--- src/rtl/rename_register_file_pkg.sv ---
// Shared header for the ROB / decoder / rename register file.
// Holds the common word, register-index and ROB-tag widths, plus the NULL_TAG and ZERO_WORD constants.
package rename_register_file_pkg;

    localparam int WORD_WIDTH      = 32;
    localparam int REG_INDEX_WIDTH = 5;
    localparam int ROB_TAG_WIDTH   = 4;

    localparam logic [ROB_TAG_WIDTH-1:0] NULL_TAG  = '0;
    localparam logic [WORD_WIDTH-1:0]    ZERO_WORD = '0;

    typedef logic [WORD_WIDTH-1:0]      word_t;
    typedef logic [REG_INDEX_WIDTH-1:0] reg_idx_t;

endpackage

--- src/rtl/rename_register_file_if.sv ---
// Decoder, ROB-commit and rollback signals seen by the rename register file.
// The master modport belongs to the ROB/decoder side; the slave modport belongs to the register file.
interface rename_register_file_if
    import rename_register_file_pkg::*;
#(
    parameter int ROB_TAG_W = ROB_TAG_WIDTH
);
    logic                 rollback_in;

    logic                 dec_issue_in;
    reg_idx_t             dec_rd_in;
    logic [ROB_TAG_W-1:0] dec_tag_in;
    reg_idx_t             dec_rs1_in;
    reg_idx_t             dec_rs2_in;
    word_t                dec_Vj_out;
    word_t                dec_Vk_out;
    logic [ROB_TAG_W-1:0] dec_Qj_out;
    logic [ROB_TAG_W-1:0] dec_Qk_out;

    logic                 commit_rf_signal_in;
    logic [ROB_TAG_W-1:0] commit_tag_in;
    word_t                commit_data_in;
    reg_idx_t             commit_target_in;

    modport master (
        output rollback_in,
        output dec_issue_in, dec_rd_in, dec_tag_in, dec_rs1_in, dec_rs2_in,
        input  dec_Vj_out, dec_Vk_out, dec_Qj_out, dec_Qk_out,
        output commit_rf_signal_in, commit_tag_in, commit_data_in, commit_target_in
    );

    modport slave (
        input  rollback_in,
        input  dec_issue_in, dec_rd_in, dec_tag_in, dec_rs1_in, dec_rs2_in,
        output dec_Vj_out, dec_Vk_out, dec_Qj_out, dec_Qk_out,
        input  commit_rf_signal_in, commit_tag_in, commit_data_in, commit_target_in
    );

endinterface

--- src/rtl/rename_register_file.sv ---
// Architectural register file with per-register producer tags for Tomasulo-style renaming.
// Reads are combinational, with a bypass for a commit in the same cycle. Writes take effect on the next rising clk edge.
module rename_register_file
    import rename_register_file_pkg::*;
#(
    parameter int ROB_TAG_W = ROB_TAG_WIDTH,
    parameter int REG_NUM   = 32
) (
    input  logic                  clk,
    input  logic                  rst_n,
    rename_register_file_if.slave rf
);

    localparam int                   RD_W   = WORD_WIDTH + ROB_TAG_W;
    localparam logic [ROB_TAG_W-1:0] NULL_Q = ROB_TAG_W'(NULL_TAG);

    word_t                value [REG_NUM];
    logic [ROB_TAG_W-1:0] qi    [REG_NUM];

    // A commit bypasses into the read only if it is still the newest producer of that register.
    function automatic logic [RD_W-1:0] read_port(
        input reg_idx_t             rs,
        input word_t                cur_v,
        input logic [ROB_TAG_W-1:0] cur_q,
        input logic                 cm_vld,
        input reg_idx_t             cm_tgt,
        input logic [ROB_TAG_W-1:0] cm_tag,
        input word_t                cm_data
    );
        logic [RD_W-1:0] res;
        if (rs == '0)
            res = {ZERO_WORD, NULL_Q};
        else if (cm_vld && cm_tgt == rs && cm_tag == cur_q)
            res = {cm_data, NULL_Q};
        else
            res = {cur_v, cur_q};
        return res;
    endfunction

    reg_idx_t             rs_idx [2];
    word_t                rd_v   [2];
    logic [ROB_TAG_W-1:0] rd_q   [2];

    assign rs_idx[0] = rf.dec_rs1_in;
    assign rs_idx[1] = rf.dec_rs2_in;

    for (genvar p = 0; p < 2; p++) begin : g_rd
        assign {rd_v[p], rd_q[p]} = read_port(rs_idx[p], value[rs_idx[p]], qi[rs_idx[p]],
                                              rf.commit_rf_signal_in, rf.commit_target_in,
                                              rf.commit_tag_in, rf.commit_data_in);
    end

    assign rf.dec_Vj_out = rd_v[0];
    assign rf.dec_Qj_out = rd_q[0];
    assign rf.dec_Vk_out = rd_v[1];
    assign rf.dec_Qk_out = rd_q[1];

    logic issue_ok;
    assign issue_ok = rf.dec_issue_in && !rf.rollback_in;

    // Entry 0 is written only by reset, so x0 stays zero with no producer tag.
    always_ff @(posedge clk or negedge rst_n) begin
        if (!rst_n) begin
            for (int r = 0; r < REG_NUM; r++) begin
                value[r] <= ZERO_WORD;
                qi[r]    <= NULL_Q;
            end
        end else begin
            for (int r = 1; r < REG_NUM; r++) begin
                if (rf.commit_rf_signal_in && rf.commit_target_in == REG_INDEX_WIDTH'(r))
                    value[r] <= rf.commit_data_in;

                // Priority order: rollback, then a new rename, then clearing the tag of a matching commit.
                if (rf.rollback_in)
                    qi[r] <= NULL_Q;
                else if (issue_ok && rf.dec_rd_in == REG_INDEX_WIDTH'(r))
                    qi[r] <= rf.dec_tag_in;
                else if (rf.commit_rf_signal_in && rf.commit_target_in == REG_INDEX_WIDTH'(r)
                         && qi[r] == rf.commit_tag_in)
                    qi[r] <= NULL_Q;
            end
        end
    end

endmodule
--- src/flat_wrapper.sv ---
// flat-port wrapper written by rule: the top's interface ports become plain ports
module rename_register_file_flat import rename_register_file_pkg::*;
#(
    parameter int ROB_TAG_W = ROB_TAG_WIDTH,
    parameter int REG_NUM   = 32
)
  (clk, rst_n, rf_rollback_in, rf_dec_issue_in, rf_dec_rd_in, rf_dec_tag_in, rf_dec_rs1_in, rf_dec_rs2_in, rf_dec_Vj_out, rf_dec_Vk_out, rf_dec_Qj_out, rf_dec_Qk_out, rf_commit_rf_signal_in, rf_commit_tag_in, rf_commit_data_in, rf_commit_target_in);
  rename_register_file_if #(.ROB_TAG_W(ROB_TAG_W)) rf_i ();
  input  logic clk;
  input  logic rst_n;
  input wire logic [$bits(rf_i.rollback_in)-1:0] rf_rollback_in;
  input wire logic [$bits(rf_i.dec_issue_in)-1:0] rf_dec_issue_in;
  input wire logic [$bits(rf_i.dec_rd_in)-1:0] rf_dec_rd_in;
  input wire logic [$bits(rf_i.dec_tag_in)-1:0] rf_dec_tag_in;
  input wire logic [$bits(rf_i.dec_rs1_in)-1:0] rf_dec_rs1_in;
  input wire logic [$bits(rf_i.dec_rs2_in)-1:0] rf_dec_rs2_in;
  output wire logic [$bits(rf_i.dec_Vj_out)-1:0] rf_dec_Vj_out;
  output wire logic [$bits(rf_i.dec_Vk_out)-1:0] rf_dec_Vk_out;
  output wire logic [$bits(rf_i.dec_Qj_out)-1:0] rf_dec_Qj_out;
  output wire logic [$bits(rf_i.dec_Qk_out)-1:0] rf_dec_Qk_out;
  input wire logic [$bits(rf_i.commit_rf_signal_in)-1:0] rf_commit_rf_signal_in;
  input wire logic [$bits(rf_i.commit_tag_in)-1:0] rf_commit_tag_in;
  input wire logic [$bits(rf_i.commit_data_in)-1:0] rf_commit_data_in;
  input wire logic [$bits(rf_i.commit_target_in)-1:0] rf_commit_target_in;
  assign rf_i.rollback_in = rf_rollback_in;
  assign rf_i.dec_issue_in = rf_dec_issue_in;
  assign rf_i.dec_rd_in = rf_dec_rd_in;
  assign rf_i.dec_tag_in = rf_dec_tag_in;
  assign rf_i.dec_rs1_in = rf_dec_rs1_in;
  assign rf_i.dec_rs2_in = rf_dec_rs2_in;
  assign rf_dec_Vj_out = rf_i.dec_Vj_out;
  assign rf_dec_Vk_out = rf_i.dec_Vk_out;
  assign rf_dec_Qj_out = rf_i.dec_Qj_out;
  assign rf_dec_Qk_out = rf_i.dec_Qk_out;
  assign rf_i.commit_rf_signal_in = rf_commit_rf_signal_in;
  assign rf_i.commit_tag_in = rf_commit_tag_in;
  assign rf_i.commit_data_in = rf_commit_data_in;
  assign rf_i.commit_target_in = rf_commit_target_in;
  rename_register_file #(.ROB_TAG_W(ROB_TAG_W), .REG_NUM(REG_NUM)) u_core (.clk(clk), .rst_n(rst_n), .rf(rf_i));
endmodule
--- config.mk ---
export PLATFORM = sky130hd
export DESIGN_NAME = rename_register_file_flat
export DESIGN_NICKNAME = d
export VERILOG_FILES = /design/src/rtl/rename_register_file_pkg.sv /design/src/rtl/rename_register_file_if.sv /design/src/rtl/rename_register_file.sv /design/src/flat_wrapper.sv
export SDC_FILE = /design/constraint.sdc
export NUM_CORES = 2
export LEC_CHECK = 0
export CAP_MARGIN = 25
export CORE_AREA = 5 5 359 361
export CTS_CLUSTER_DIAMETER = 120
export DETAILED_ROUTE_END_ITERATION = 6
export DIE_AREA = 0 0 364 366
export GPL_ROUTABILITY_DRIVEN = 0
export GPL_TIMING_DRIVEN = 0
export PLACE_DENSITY_LB_ADDON = 0.05
export SYNTH_ARGS = -nofsm -noshare
export SYNTH_HDL_FRONTEND = slang
export SYNTH_SLANG_ARGS = --single-unit
--- constraint.sdc ---
create_clock -name clk -period 10 [get_ports clk]
set_input_delay 1 -clock clk [delete_from_list [all_inputs] [get_ports clk]]
set_output_delay 1 -clock clk [all_outputs]
set_load 0.01 [all_outputs]
==> results.md <==
- Gr busiest metal: met2
- TNS Setup: 0 ns
- Vias in the first global route: 42346
- Area share of the largest cell type after synthesis: 0.450
- Period minus WS final: 7.58 ns
- Post-Layout Cell Count: 6171
- Clk_lat worst skew: 0.78 ns
- Largest net degree at the start of global routing: 168
- Place WS: 2.47 ns
- Grt met3 use: 0.103
- Hold Fails Final Rpt: 0
- Row count: 130
- Num CTS Buffers: 132
- Worst Tran Pin Value: 1.20 ns
- Nets@finish: 4485
- Area leader, netlist: dfrtp_1
- Number of synthesized flops with an enable pin: 0
- Htree depth: 4
- Startpoint class of the critical path: primary input
- CP Launch Point: rf_dec_rs2_in[0]
- Routed vias/inst: 6.78
- CP arrival: 6.58 ns
- Hold Slack: 0.0936 ns
- Maximum vdd drop: 0.182 mV
- Reg2Reg Launch Point: u_core.qi[26]
- Core area: 125000 um2
- Top cells by count, synth: 1116 x dfrtp_1, 1065 x mux2_2, 629 x mux4_2
- GRT Total Usage: 0.339
- Post-cts sizing count: 0
- Data required, critical path: 9.00 ns
- Initial antenna violation count: 2
- Vias: 41832
- Status: complete, no violations
- Hold_buf cts: 0
- Synthesized net count: 4142
- Die width: 364 um
- Routed Antenna Nets: 0
- Synth-to-Final Area Change: 14.7%
- Syn Area/Cell: 15.2 um2
- Routed len/inst: 36.5 um
- Input/output buffers: 121
- Slew Viols, Final: 0
- Yosys warning count: 36
- IO Count: 137
- Drt first pass iters: 7
- Total Wirelength: 225 mm
- Max_cap viols: 0
- # placed instances: 5928
- Final WS setup: 2.42 ns
- Crit Path Max Fanout: 10
- Worst slew margin: 0.200
- Clock tree skew after final layout: 0.0203 ns
- Ys flop type: dfrtp_1
- Starting Density: 0.497
- Clock buffer depth: 3
- Crit end category: output port
- PD cells: 195 nW/um2
- Synth cell types: 54
- Die height: 366 um
- Hold WC Path Type: in2async
- Full die area: 133000 um2
- GRT Residual Overflow: 0
- Hpwl dp: 164 mm
- Sequential area share after synthesis: 0.450
- Leak: 30.2 nW
- CTS tree: built
- Critical path type: in2out
- Syn Std Cell Area: 62100 um2
- Met2 track demand over resource: 0.507
- Initial DRC Count: 4411
- Cells after synthesis: 4077
- Final setup violation count: 0
- Root Buffer: clkbuf_16
- Fmax: 132 MHz
- Top post-synthesis cells by area: dfrtp_1 45%, mux4_2 23%, mux2_2 19%
- First-pass GRT wire length: 321 mm
- Reg clk slew, reported paths: 0.06 ns
- Share of layout cells above drive strength 1: 0.459
- Final period utilization: 0.758
- Residual DRC: 0
- Post-CTS Setup Inserts: 0
- Asr flop ratio synth: 1.00
- M1 GR Usage: 0.471
- Clock sink total: 1116
- RSZ-0062 raised after global routing: no
- Most common cell in the netlist: dfrtp_1
- Seq cells post-synth: 1116
[routing by layer]
layer,vias up,part of all wire
met5,-,0.000080
met3,464,0.097
li1,16634,-
met2,1977,0.45
met4,2,0.042
met1,22755,0.41
[where the power goes]
part           switching [mW]  internal (mW)  total, mW
logic                    1.30           1.80       3.10
registers               0.560           5.31       5.87
clock network            2.01           2.89       4.90
[worst max-delay path, cell delays in order]
cell,delay [ns]
clkdlybuf4s50_1,0.63
buf_4,0.33
buf_2,0.40
buf_2,0.36
buf_2,0.51
buf_2,0.56
or4_1,0.20
clkbuf_1,0.41
clkbuf_1,0.91
nand2_1,0.13
mux2i_1,0.46
clkdlybuf4s50_1,0.63
[final timing paths]
kind	slack, ns	depth (start not counted)	end
worst min-delay path	0.09	1	u_core.qi[87]
min in group clk	0.52	1	u_core.value[688]
worst max-delay path	2.42	12	rf_dec_Vk_out[21]
worst max register to register	8.45	4	u_core.qi[26]
worst min register to register	0.52	1	u_core.value[688]
max in group asynchronous	7.45	4	u_core.value[207]
[registers in the layout, summed over array words and instances, names as in the netlist]
signal and flops:
u_core.value 992, u_core.qi 124
[cell usage in the layout (no fill, tap or decap), types with 40 or more instances in the layout]
master / synthesis / layout
nor2_1: 68 / 68
buf_1: 65 / 63
mux2i_1: 158 / 158
nand2_1: 97 / 97
buf_8: 0 / 56
nor3_1: 41 / 40
a22o_1: 188 / 188
clkbuf_1: 300 / 326
dfrtp_1: 1116 / 1116
xor2_1: 56 / 56
mux2_2: 1065 / 1065
clkbuf_16: 0 / 138
buf_2: 57 / 60
clkdlybuf4s50_1: 0 / 120
xnor2_1: 83 / 83
mux4_2: 629 / 629
[cell families after synthesis]
logic type,after synthesis,synth area share
muxes,1852,0.447
DFF,1116,0.450
buffers and inverters,443,0.0295
and+or+nand+nor,290,0.0219
AOI/OAI and AO/OA,237,0.0327
xor gates and xnor gates,139,0.0196
[stage by stage]
step           area, um2  power, mW   util
3_5_place_dp       66800       9.00  0.534
4_1_cts            71100       13.9  0.569
2_1_floorplan      62100       7.84      -
6_report           71300       13.9  0.570
5_1_grt            71200       14.4  0.570
3_3_place_gp       65400       8.92  0.523
[cell type report]
| class | instances | area [um2] |
|---|---|---|
| diodes | 2 | 5.00 |
| plain buffers | 436 | 1820 |
| clock buffers | 199 | 3960 |
| clock inverters | 34 | 399 |
| fillers | 10043 | 53800 |
| inverters | 7 | 26.3 |
| multi-input cells | 2518 | 32400 |
| flip-flops and latches | 1116 | 27900 |
| well taps | 1650 | 2060 |
| repair buffers | 209 | 2700 |
No activity file was read; power rests on OpenSTA's default activity.
